File: config.mk
export PLATFORM = sky130hd
export DESIGN_NAME = intersection_ctrl
export DESIGN_NICKNAME = d
export VERILOG_FILES = /design/src/rtl/intersection_ctrl.sv
export SDC_FILE = /design/constraint.sdc
export NUM_CORES = 1
export LEC_CHECK = 0
export CORE_MARGIN = 5
export CORE_UTILIZATION = 51
export DETAILED_ROUTE_END_ITERATION = 16
export GPL_ROUTABILITY_DRIVEN = 0
export PLACE_DENSITY = 0.76
export SYNTH_ARGS = -nofsm -noshare
export SYNTH_HDL_FRONTEND = slang
export SYNTH_SLANG_ARGS = --single-unit
File: constraint.sdc
create_clock -name clk -period 3 [get_ports clk]
set_input_delay 0.6 -clock clk [delete_from_list [all_inputs] [get_ports clk]]
set_output_delay 0.6 -clock clk [all_outputs]
set_load 0.02 [all_outputs]
File: src/rtl/intersection_ctrl.sv
// Two-approach traffic light controller with pedestrian phase.
// Green rests on demand absence; walk is inserted after all-red.
module intersection_ctrl #(
  parameter int unsigned MIN_GREEN = 4,
  parameter int unsigned MAX_GREEN = 10,
  parameter int unsigned YELLOW    = 2,
  parameter int unsigned ALL_RED   = 1,
  parameter int unsigned WALK      = 3
) (
  input  logic       clk,
  input  logic       rst,
  input  logic       tick,
  input  logic       ns_car,
  input  logic       ew_car,
  input  logic       ped_req,
  output logic       ns_g,
  output logic       ns_y,
  output logic       ns_r,
  output logic       ew_g,
  output logic       ew_y,
  output logic       ew_r,
  output logic       walk,
  output logic       ped_pending,
  output logic [2:0] phase
);

  typedef enum logic [2:0] {
    NS_G  = 3'd0,
    NS_Y  = 3'd1,
    AR_NS = 3'd2,
    EW_G  = 3'd3,
    EW_Y  = 3'd4,
    AR_EW = 3'd5,
    PED   = 3'd6
  } state_t;

  localparam logic [4:0] MIN_E = 5'(MIN_GREEN);
  localparam logic [4:0] MAX_E = 5'(MAX_GREEN);
  localparam logic [4:0] YEL_E = 5'(YELLOW);
  localparam logic [4:0] AR_E  = 5'(ALL_RED);
  localparam logic [4:0] WLK_E = 5'(WALK);
  localparam logic [3:0] T_MAX = 4'(MAX_GREEN);

  state_t     state_q, state_d;
  logic [3:0] timer_q, timer_d;
  logic       ped_q, ped_d;
  logic       dir_q, dir_d;
  logic [4:0] elapsed;
  logic       ns_dem, ew_dem;
  logic       green, enter_ped;

  assign elapsed   = {1'b0, timer_q} + 5'd1;
  assign ns_dem    = ew_car | ped_q;
  assign ew_dem    = ns_car | ped_q;
  assign green     = (state_q == NS_G) || (state_q == EW_G);
  assign enter_ped = (state_d == PED) && (state_q != PED);

  always_comb begin
    state_d = state_q;
    if (tick) begin
      case (state_q)
        NS_G: begin
          if (ns_dem && ((elapsed >= MIN_E && !ns_car) ||
                         elapsed >= MAX_E))
            state_d = NS_Y;
        end
        NS_Y:  if (elapsed == YEL_E) state_d = AR_NS;
        AR_NS: begin
          if (elapsed == AR_E)
            state_d = ped_q ? PED : EW_G;
        end
        EW_G: begin
          if (ew_dem && ((elapsed >= MIN_E && !ew_car) ||
                         elapsed >= MAX_E))
            state_d = EW_Y;
        end
        EW_Y:  if (elapsed == YEL_E) state_d = AR_EW;
        AR_EW: begin
          if (elapsed == AR_E)
            state_d = ped_q ? PED : NS_G;
        end
        PED: begin
          // dir_q=0: north-south preceded the walk, so east-west is next
          if (elapsed == WLK_E)
            state_d = dir_q ? NS_G : EW_G;
        end
        default: state_d = NS_G;
      endcase
    end
  end

  always_comb begin
    timer_d = timer_q;
    if (state_d != state_q)
      timer_d = 4'd0;
    else if (tick && !(green && timer_q == T_MAX))
      timer_d = timer_q + 4'd1;
  end

  always_comb begin
    dir_d = dir_q;
    if (enter_ped)
      dir_d = (state_q == AR_EW);
    ped_d = ped_q | (ped_req && state_q != PED);
    if (enter_ped)
      ped_d = 1'b0;
  end

  always_ff @(posedge clk) begin
    if (rst) begin
      state_q <= NS_G;
      timer_q <= 4'd0;
      ped_q   <= 1'b0;
      dir_q   <= 1'b0;
    end else begin
      state_q <= state_d;
      timer_q <= timer_d;
      ped_q   <= ped_d;
      dir_q   <= dir_d;
    end
  end

  always_comb begin
    ns_g = 1'b0;
    ns_y = 1'b0;
    ns_r = 1'b0;
    ew_g = 1'b0;
    ew_y = 1'b0;
    ew_r = 1'b0;
    walk = 1'b0;
    unique case (1'b1)
      state_q == NS_G: begin ns_g = 1'b1; ew_r = 1'b1; end
      state_q == NS_Y: begin ns_y = 1'b1; ew_r = 1'b1; end
      state_q == EW_G: begin ns_r = 1'b1; ew_g = 1'b1; end
      state_q == EW_Y: begin ns_r = 1'b1; ew_y = 1'b1; end
      state_q == PED: begin
        ns_r = 1'b1;
        ew_r = 1'b1;
        walk = 1'b1;
      end
      default: begin ns_r = 1'b1; ew_r = 1'b1; end
    endcase
  end

  assign ped_pending = ped_q;
  assign phase       = state_q;

endmodule

# [Word-level counts from Yosys, hierarchy flattened]
# Cells that the tools add are included.
[word_totals] regBits=9 latch_bits=0 mem_bits_rw=0 romBits=0 inputBits=6 output_inout_bits=11 elab_cells=62 n_memories=0
[classes] addsub=2 n_mul=0 div_mod_pow=0 order_cmp=2 eq_ne=13 n_shift=0 n_mux=19 bitwise=3 n_reduce_logical=19
[ops] cell="2-to-1 mux 3 bit" count=10
[ops] cell="case mux 3 bit (7 select lines)" count=1
[ops] cell="== test 3 bit (second input constant)" count=4
[ops] cell="== test 5 x 2 -> 1 bit (second input constant)" count=2
[ops] cell="logical AND 1 bit" count=8
[ops] cell="OR reduction 2 bit" count=4
[ops] cell="2-to-1 mux 1 bit" count=7
[ops] cell="== test 3 x 2 -> 1 bit (second input constant)" count=2
[ops] cell="adder 4 x 1 -> 5 bit (second input constant)" count=1
[ops] cell="== test 5 x 1 -> 1 bit (second input constant)" count=1
[ops] cell="greater-or-equal comparator 5 x 3 -> 1 bit (second input constant)" count=1
[ops] cell="greater-or-equal comparator 5 x 4 -> 1 bit (second input constant)" count=1
[ops] cell="adder 4 x 1 -> 4 bit (second input constant)" count=1
[ops] cell="== test 4 bit (second input constant)" count=1
[ops] cell="== test 3 x 1 -> 1 bit (second input constant)" count=1
[ops] cell="zero test 1 bit" count=3
[ops] cell="zero test 3 bit" count=1
[ops] cell="logical OR 1 bit" count=3
[ops] cell="!= test 3 bit" count=1
[ops] cell="!= test 3 bit (second input constant)" count=1
[ops] cell="bitwise OR 1 bit" count=3
[ops] cell="2-to-1 mux 2 bit" count=1

# [Depth between registers and ports, before layout]
# Gate-level depths: netlist of run 1.
[logic_depth] ltp_word=11 ltp_mapped=10

# [Least setup slack after synthesis of run 1]
# No wires, ideal clock.
[synth_path] kind="reg2reg" start="register timer_q[0]" end="register dir_q" setup_time_ps=130 arrival_ps=2361 slack_ps=509 stages_incl_launch_ff=11 n_path_buf=0 synth_period_minus_slack_ps=2491 cell_sequence="dfxtp_1 -> inv_1 -> ha_1 -> or3_1 -> o31ai_1 -> nor2_1 -> a32o_1 -> or3_1 -> a21oi_2 -> a31o_2 -> a21oi_1"
[synth_between] elab_chain_cells=10 elab_cells_between_ends=23
[synth_lines] item="start: declaration" line="45" source="logic [3:0] timer_q, timer_d;"
[synth_lines] item="start signal: assignment" line="117" source="timer_q <= timer_d;"
[synth_lines] item="adder 4 x 1 -> 5 bit *" line="52" source="assign elapsed = {1'b0, timer_q} + 5'd1;"
[synth_lines] item="net elapsed[0]" line="48" source="logic [4:0] elapsed;"
[synth_lines] item="greater-or-equal comparator 5 x 3 -> 1 bit" line="63, 73"
[synth_lines] item="logical AND 1 bit (on tied branches)" line="73, 63"
[synth_lines] item="logical OR 1 bit (on tied branches)" line="73, 63"
[synth_lines] item="logical AND 1 bit (on tied branches)" line="73, 63"
[synth_lines] item="2-to-1 mux 3 bit (on tied branches)" line="73, 63"
[synth_lines] item="case mux 3 bit (7 select lines) *" line="61" source="case (state_q)"
[synth_lines] item="2-to-1 mux 3 bit *" line="60" source="if (tick) begin"
[synth_lines] item="== test 3 bit *" line="56" source="assign enter_ped = (state_d == PED) && (state_q != PED);"
[synth_lines] item="logical AND 1 bit *" line="56"
[synth_lines] item="end signal: assignment" line="119" source="dir_q <= dir_d;"
[synth_lines] item="end: declaration" line="47" source="logic dir_q, dir_d;"
# The timed path passes the listed nets; every way through them passes the cells marked *.
# A chain may end at the register's enable or synchronous reset.

# [Worst setup path after layout of run 1]
# Same ends and word-level chain as after synthesis.

==> results of run 1 <==
worst paths after layout:
path           end
max          dir_q
min          dir_q
max reg2reg  dir_q
min reg2reg  dir_q
cells by family after synthesis:
family | after synthesis | synth area share (%)
AND/OR/NAND/NOR | 56 | 32.5
buffers and inverters | 15 | 6.88
multiplexers | 2 | 2.34
flip-flops | 9 | 19.8
XOR/XNOR | 1 | 0.963
AO/OA/AOI/OAI | 38 | 30.7
adder cells (fa/ha/maj) | 5 | 6.88
critical path: stages, from the launching register on:
cell	delay, ns
dfxtp_1	0.46
inv_1	0.14
ha_1	0.33
or3_1	0.37
o31ai_1	0.10
nor2_1	0.12
a32o_1	0.25
or3_1	0.37
a21oi_2	0.21
a31o_2	0.18
a21oi_1	0.06
routing by layer:
layer | up-vias | track usage [%] | part of all wire [%]
li1 | 487 | - | -
met4 | 0 | 3.40 | 0
met2 | 29 | 35.8 | 50
met1 | 448 | 20.6 | 43
met5 | - | 0 | 0
met3 | 0 | 5.41 | 6.5
power by group through the flow:
stage	clock, mW	combinational (mW)	sequential (mW)
3_3_place_gp	0	0.0585	0.133
3_5_place_dp	0	0.0596	0.134
4_1_cts	0.0936	0.0600	0.131
6_report	0.0907	0.0602	0.131
5_1_grt	0.101	0.0663	0.133
2_1_floorplan	0	0.0420	0.132
cells in the mapped netlist (2+ instances only):
| cell | instances |
|---|---|
| o21ai_0 | 2 |
| nand2_1 | 12 |
| buf_2 | 2 |
| clkbuf_1 | 3 |
| a31oi_1 | 5 |
| or3_1 | 4 |
| a31o_2 | 2 |
| nand3b_1 | 3 |
| inv_1 | 7 |
| nor2b_1 | 5 |
| a32o_1 | 2 |
| o31ai_1 | 2 |
| a21oi_1 | 8 |
| ha_1 | 5 |
| a21o_1 | 2 |
| and2_1 | 3 |
| dfxtp_1 | 9 |
| nor2_1 | 11 |
| nand2b_1 | 2 |
| nor3_1 | 4 |
| nand3_1 | 6 |
registers in the layout (all words and copies together), names as in the netlist:
| name | cells |
|---|---|
| dir_q | 1 |
| ped_pending | 1 |
| phase | 3 |
| timer_q | 4 |
final cells by class:
cell class              count  share of cell area (%)
multi-input cells         102                    60.9
well taps                  25                    2.86
clock buffers               4                    2.40
inverters                   8                    2.74
flip-flops and latches      9                    16.5
repair buffers             16                    14.6
metrics by stage:
| stage | hold slack (ns) | area, µm² |
|---|---|---|
| 6_report | 0.592 | 1090 |
| 4_1_cts | 0.588 | 1090 |
| 5_1_grt | 0.603 | 1090 |
| 2_1_floorplan | 0.532 | 910 |
| 3_5_place_dp | 0.580 | 1070 |
| 3_3_place_gp | 0.564 | 1070 |
==> results.toml, run 1 <==
[routing]
drt_pass1_iterations = 4
postRouteAntennaNets = 0
wl_per_cell_um = 14.1
vias = 964
viasPerCell = 5.88
drt_wl_total_um = 2320
first_iter_violations = 27
drcViolationCount = 0

[synthesis]
synth_fp_nets = 137
netlist.area_leader.share_pct = 19.8
ys_warn_count = 0
synth_cell_types = 48
yosys.area.top_type = "dfxtp_1"
seq_area_frac_synth_pct = 19.8
synth_edf_count = 0
synth.ff_latch_count = 9
async_reset_ff_share_pct = 0
avgSynthCellArea_um2 = 7.22
syn_inst = 126
netlist_area_um2 = 910
synth_top_cells_by_area = "dfxtp_1 (20%), ha_1 (6.9%), nand2_1 (5.0%)"
synth_flop_cell = "dfxtp_1"

[power_and_ir_drop]
combPwrFrac_pct = 21.3
seqPwrFrac_pct = 46.5
p_sw_uw = 79.0
sw_frac_of_total_pct = 28.0
power_density_nw_per_um2 = 258
p_int_uw = 203
clkPwrFrac_pct = 32.1
finalPower_uw = 282
peakVddDrop_v = 0.000272
leakage_nw = 0.419

[placed_design]
dp.cells = 160
dp_worst_setup_slack_ns = 0.303
hpwl_um = 1800
port_buffers = 16

[hold_path]
worstHoldPathCells = 3
hold_start = "dir_q"
hold_path.class = "register to register"

[global_route]
grt.total_usage_pct = 18.8
grt_max_degree = 18
grt.overflow.total = 0
grt_pass1_vias = 964
grt_pass1_wl_um = 4010
grt_antenna_before_repair = 0

[clock_network]
ctsHoldBuffers = 0
clk_pin_slew_worst_paths_ns = 0.06
cts_tree = "built"
cts_max_level = 1
clock_latency_ns = 0.26
root_buffer = "clkbuf_4"
cts_resized = 0
cts_buffers = 3
clockBufferDepth = 2
post-cts-setup-buffers = 0
cts.sinks = 9

[finish]
layout.cells.non_filler = 164
final_cell_mix = "clkdlybuf4s50_1 (16), nand2_1 (12), nor2_1 (11)"
final_common_cell = "clkdlybuf4s50_1"
nFillCells = 171
seq_area_um2 = 180
drive_above_1_share_pct = 10.8
num-nets-final = 151
areaGrowthSynthToFinish_pct = 20.4
n_antenna_cell = 0
postLayoutCoreUtil_pct = 64.1
multi_input_area_um2 = 667

[job]
max_cap_viol_count = 0

[floorplan]
die_y_um = 52.2
initial_core_util_pct = 53.3
io_pins = 17
die_x_um = 52.2
die-area_um2 = 2730
fp.coreArea_um2 = 1710
row_count = 15

[setup_path]
worst_ep_required_time_ns = 3.13
worst-setup-path-type = "register to register"
reg2reg_depth = 10
r2r_slack_ns = 0.28
crit_start = "timer_q[0]"
worst_setup_path_end_kind = "register"
path_max_fanout = 9
crit_arrival_ns = 2.85
rr_startpoint = "timer_q[0]"
cp-start-kind = "register"

[sta]
finalCriticalPeriod_ns = 2.72
drv_slew = 0
skew_ns = 0.00325
tns_ns = 0
rsz0062_at_grt = "false"
timing.final.crit_share_pct = 90.6
final_hold_viol_count = 0
setup-violations-final = 0
tightest_slew_ns = 0.530
max_freq_mhz = 368
layout_setup_ws_ns = 0.281
slew_headroom_pct = 64.6

[outcome]
status = "completed"
Power figures use the tool's default switching activity.
==> inputs of run 2 (changes only) <==
Settings changed: CORE_UTILIZATION 51 to 28, CTS_BUF_LIST set to sky130_fd_sc_hd__clkbuf_8, PLACE_DENSITY 0.76 to 0.46.
==> run 2 against run 1 <==
Against the previous run:
- final cell count rose by 13%
- register-to-register slack improved by 0.03 ns
- fmax rose by 1.1%
- sequential power barely moved
- final area rose by 5.9%
- clock power rose by 51%
- critical path type unchanged
- highest routed layer is now met4
==> results.toml, run 2 (synthesized netlist as in run 1, its figures left out) <==
[sta]
slew_headroom_pct = 70.5
whs_ns = 0.583
tightest_slew_ns = 0.442
setup-violations-final = 0
skew_ns = 0.00306
final_hold_viol_count = 0
finalCriticalPeriod_ns = 2.69
timing.final.crit_share_pct = 89.6
tns_ns = 0
drv_slew = 0
rsz0062_at_grt = "false"
max_freq_mhz = 372

[outcome]
status = "completed"

[power_and_ir_drop]
peakVddDrop_v = 0.000197
leakage_nw = 0.447
power_density_nw_per_um2 = 284

[routing]
drcViolationCount = 0
drt_pass1_iterations = 4
m1WireLength_um = 1240
vias = 999
met3_length_um = 122
viasPerCell = 5.37
wl_per_cell_um = 14.1
first_iter_violations = 37
drt_wl_total_um = 2620
met2WireLength_um = 1240
postRouteAntennaNets = 0
routed.top_layer = "met4"

[global_route]
grt_pass1_wl_um = 4350
grt_max_degree = 13
grt_pass1_vias = 938
grt_antenna_before_repair = 0
grt.overflow.total = 0
grt.total_usage_pct = 12.9

[finish]
final_cell_mix = "clkdlybuf4s50_1 (16), nand2_1 (12), nor2_1 (11)"
n_antenna_cell = 0
largest_reg_flops = 4
num-nets-final = 154
top_register = "timer_q"
drive_above_1_share_pct = 12.7
final_common_cell = "clkdlybuf4s50_1"
areaGrowthSynthToFinish_pct = 27.5

[clock_network]
root_buffer = "clkbuf_8"
post-cts-setup-buffers = 0
clock_latency_ns = 0.23
cts_resized = 0
cts_tree = "built"
cts_buffers = 3
ctsHoldBuffers = 0
cts.sinks = 9
clockBufferDepth = 2
cts_max_level = 1
clk_pin_slew_worst_paths_ns = 0.05

[setup_path]
worst_setup_path_end_kind = "register"
rr_startpoint = "timer_q[0]"
worst-setup-path-type = "register to register"
worst_ep_required_time_ns = 3.11
cp-start-kind = "register"
crit_start = "timer_q[0]"
crit_arrival_ns = 2.80
path_max_fanout = 9

[floorplan]
die-area_um2 = 4490
fp.coreArea_um2 = 3080
row_count = 20
die_x_um = 67.0
io_pins = 17
die_y_um = 67.0
initial_core_util_pct = 29.6

[placed_design]
hpwl_um = 2030
port_buffers = 16

[job]
max_cap_viol_count = 0

[hold_path]
hold_path.class = "register to register"
hold_start = "timer_q[0]"
[run 2: power breakdown]
group	total (mW)	internal [mW]	switching [mW]	leakage (nW)
clock	0.137	0.0891	0.0482	0.0269
sequential	0.132	0.124	0.00796	0.0732
combinational	0.0607	0.0290	0.0317	0.347
total	0.330	0.242	0.0879	0.447
[run 2: through the flow]
stage                     area (µm²)  util (%)  setup WS (ns)  total power [mW]  std cells
after global placement          1110      36.2          0.374             0.194        182
final                           1160      37.7          0.311             0.330        186
after global routing            1160      37.7         0.0987             0.351        186
after CTS                       1160      37.7          0.308             0.337        186
after floorplan                  910         -          0.509             0.174        126
after detailed placement        1110      36.2          0.318             0.194        182
[run 2: worst paths after layout]
check             cells past startpoint  slack, ns         end
setup / recovery                     10       0.31       dir_q
hold reg to reg                       2       0.58  timer_q[0]
hold / removal                        2       0.58  timer_q[0]
setup reg to reg                     10       0.31       dir_q
[run 2: layer usage]
layer	vias to the layer above	track usage (%)
met1	481	15.4
met3	2	3.71
met5	-	0
li1	491	-
met4	0	3.80
met2	25	22.2
[run 2: critical path, stage by stage (launching register included)]
cell and delay [ns]:
dfxtp_1 0.45, inv_1 0.14, ha_1 0.34, or3_1 0.37
o31ai_1 0.10, nor2_1 0.11, a32o_1 0.25, or3_1 0.36
a21oi_2 0.22, a31o_2 0.18, a21oi_1 0.05
[run 2: final cells by class]
| cell class | count | area, µm² |
|---|---|---|
| Fill cell | 343 | 1920 |
| Multi-Input combinational cell | 102 | 667 |
| Timing Repair Buffer | 19 | 183 |
| Sequential cell | 9 | 180 |
| Tap cell | 44 | 55.1 |
| Clock buffer | 3 | 41.3 |
| Inverter | 8 | 30.0 |
| Clock inverter | 1 | 3.75 |
==> inputs of run 3 (changes only) <==
Settings changed: SETUP_SLACK_MARGIN set to 0.5.
==> run 3 against run 2 <==
Against the previous run:
- clock skew barely moved
- highest routed layer unchanged
- largest power group unchanged
- clock-buffer cell count stayed put
- critical endpoint is now timer_q[3]
- register-to-register slack improved by 0.26 ns
- via count increased by 2.0%
==> results.toml, run 3 (synthesized netlist as in run 1, its figures left out) <==
[setup_path]
worst_setup_path_end_kind = "register"
path_delay_family = "compound AO/OA/AOI/OAI gates"
cp-start-kind = "register"
cp_slowest_cell = "dfxtp_4"
path_max_fanout = 8
path_buf_inv = 1
worst_ep_required_time_ns = 3.11
crit_arrival_ns = 2.54
worst_path_most_repeated_cell = "a21o_1"
worstPathCellList = "ha_2, and2_4, a21o_1, and3_4, a32o_1, o311a_1, o21ai_2, buf_4, a21o_1, a21oi_1"
worst-setup-path-type = "register to register"
cp_slowest_stage_delay_ns = 0.36

[clock_network]
clockBufferDepth = 2
clock_latency_ns = 0.23
cts_buffers = 3
cts_tree = "built"
root_buffer = "clkbuf_8"
clk_pin_slew_worst_paths_ns = 0.04
cts_max_level = 1
cts.sinks = 9

[power_and_ir_drop]
seqPwrFrac_pct = 38.1
p_int_uw = 249
combPwrFrac_pct = 21.3
leakage_nw = 0.480
sw_frac_of_total_pct = 27.2
power_density_nw_per_um2 = 276
clkPwrFrac_pct = 40.6
p_sw_uw = 93.3
peakVddDrop_v = 0.000198

[placed_design]
port_buffers = 16
dp.cells = 182
hpwl_um = 2030
dpl-instance-area_um2 = 1110

[routing]
wl_per_cell_um = 14.3
drcViolationCount = 0
first_iter_violations = 44
drt_wl_total_um = 2750
vias = 1019
postRouteAntennaNets = 0
viasPerCell = 5.31
drt_pass1_iterations = 4

[floorplan]
fp.coreArea_um2 = 3080
die_x_um = 67.0
die_y_um = 67.0
die-area_um2 = 4490
row_count = 20
initial_core_util_pct = 29.6
io_pins = 17

[global_route]
grt_pass1_wl_um = 4440
grt_pass1_vias = 960
grt.total_usage_pct = 13.2
grt_antenna_before_repair = 0
grt_max_degree = 13
grt.overflow.total = 0

[finish]
areaGrowthSynthToFinish_pct = 36.7
num-nets-final = 160
largest_reg_flops = 4
top_register = "timer_q"
final_cell_mix = "clkdlybuf4s50_1 (16), nand2_1 (12), nor2_1 (10)"
final_area_um2 = 1240
postLayoutCoreUtil_pct = 40.4
layout.cells.non_filler = 192
n_antenna_cell = 0
drive_above_1_share_pct = 23.6
nFillCells = 339
final_common_cell = "clkdlybuf4s50_1"

[sta]
whs_ns = 0.518
tns_ns = 0
skew_ns = 0.00295
tightest_slew_ns = 0.422
drv_slew = 0
timing.final.crit_share_pct = 81.1
setup-violations-final = 0
rsz0062_at_grt = "true"
finalCriticalPeriod_ns = 2.43
slew_headroom_pct = 71.8
final_hold_viol_count = 0
max_freq_mhz = 411

[hold_path]
hold_path.class = "register to register"

[job]
max_cap_viol_count = 0

[outcome]
status = "completed"
==> run 3: cell count changes in the layout (fill, tap and decap cells not counted), sizes merged <==
| cell | before | now |
|---|---|---|
| buf | 3 | 9 |
==> run 3: worst paths after layout <==
path / from / endpoint / depth (start not counted) / slack (ns)
setup / recovery: timer_q[0] / timer_q[3] / 10 / 0.57
hold / removal: timer_q[1] / timer_q[1] / 2 / 0.52
setup reg to reg: timer_q[0] / timer_q[3] / 10 / 0.57
hold reg to reg: timer_q[1] / timer_q[1] / 2 / 0.52
==> run 3: repair_timing <==
| action | in CTS | in global routing |
|---|---|---|
| setup buffers | 3 | 3 |
| pin swaps | 4 | 3 |
| setup endpoints to repair | 6 | 10 |
| hold buffers | 0 | 0 |
| resized for setup | 6 | 7 |
==> run 3: routing by layer <==
layer,vias up,global-route usage [%],wire (µm)
met5,-,0,0
met4,0,3.80,33
met3,4,3.71,109
met2,20,22.3,1310
met1,490,16.1,1290
li1,505,-,-
==> run 3: cell type report <==
cell class                      instances  area (µm²)  share of cell area [%]
Clock inverter                          1        3.75                   0.302
Timing Repair Buffer                   25         228                    18.3
Inverter                                8        30.0                    2.41
Sequential cell                         9         189                    15.2
Tap cell                               44        55.1                    4.43
Clock buffer                            3        41.3                    3.32
Multi-Input combinational cell        102         697                    56.0
==> run 3: through the flow <==
stage	power, mW	setup WS (ns)
5_1_grt	0.363	0.453
3_5_place_dp	0.194	0.318
4_1_cts	0.340	0.500
6_report	0.343	0.567
2_1_floorplan	0.174	0.509
3_3_place_gp	0.194	0.374
==> run 3: power groups by stage <==
stage | Clock (mW) | Sequential [mW] | Combinational [mW]
finish | 0.139 | 0.131 | 0.0731
global route | 0.151 | 0.131 | 0.0815
CTS | 0.144 | 0.130 | 0.0656
detailed placement | 0 | 0.134 | 0.0607
global placement | 0 | 0.134 | 0.0607
floorplan | 0 | 0.132 | 0.0420
==> run 3: tightest hold or removal path, delay by kind of cell, from the launching register on <==
kind             cells  cell delay (ns)
flip-flops           1             0.35
AND/OR/NAND/NOR      1             0.06
AO/OA/AOI/OAI        1             0.06
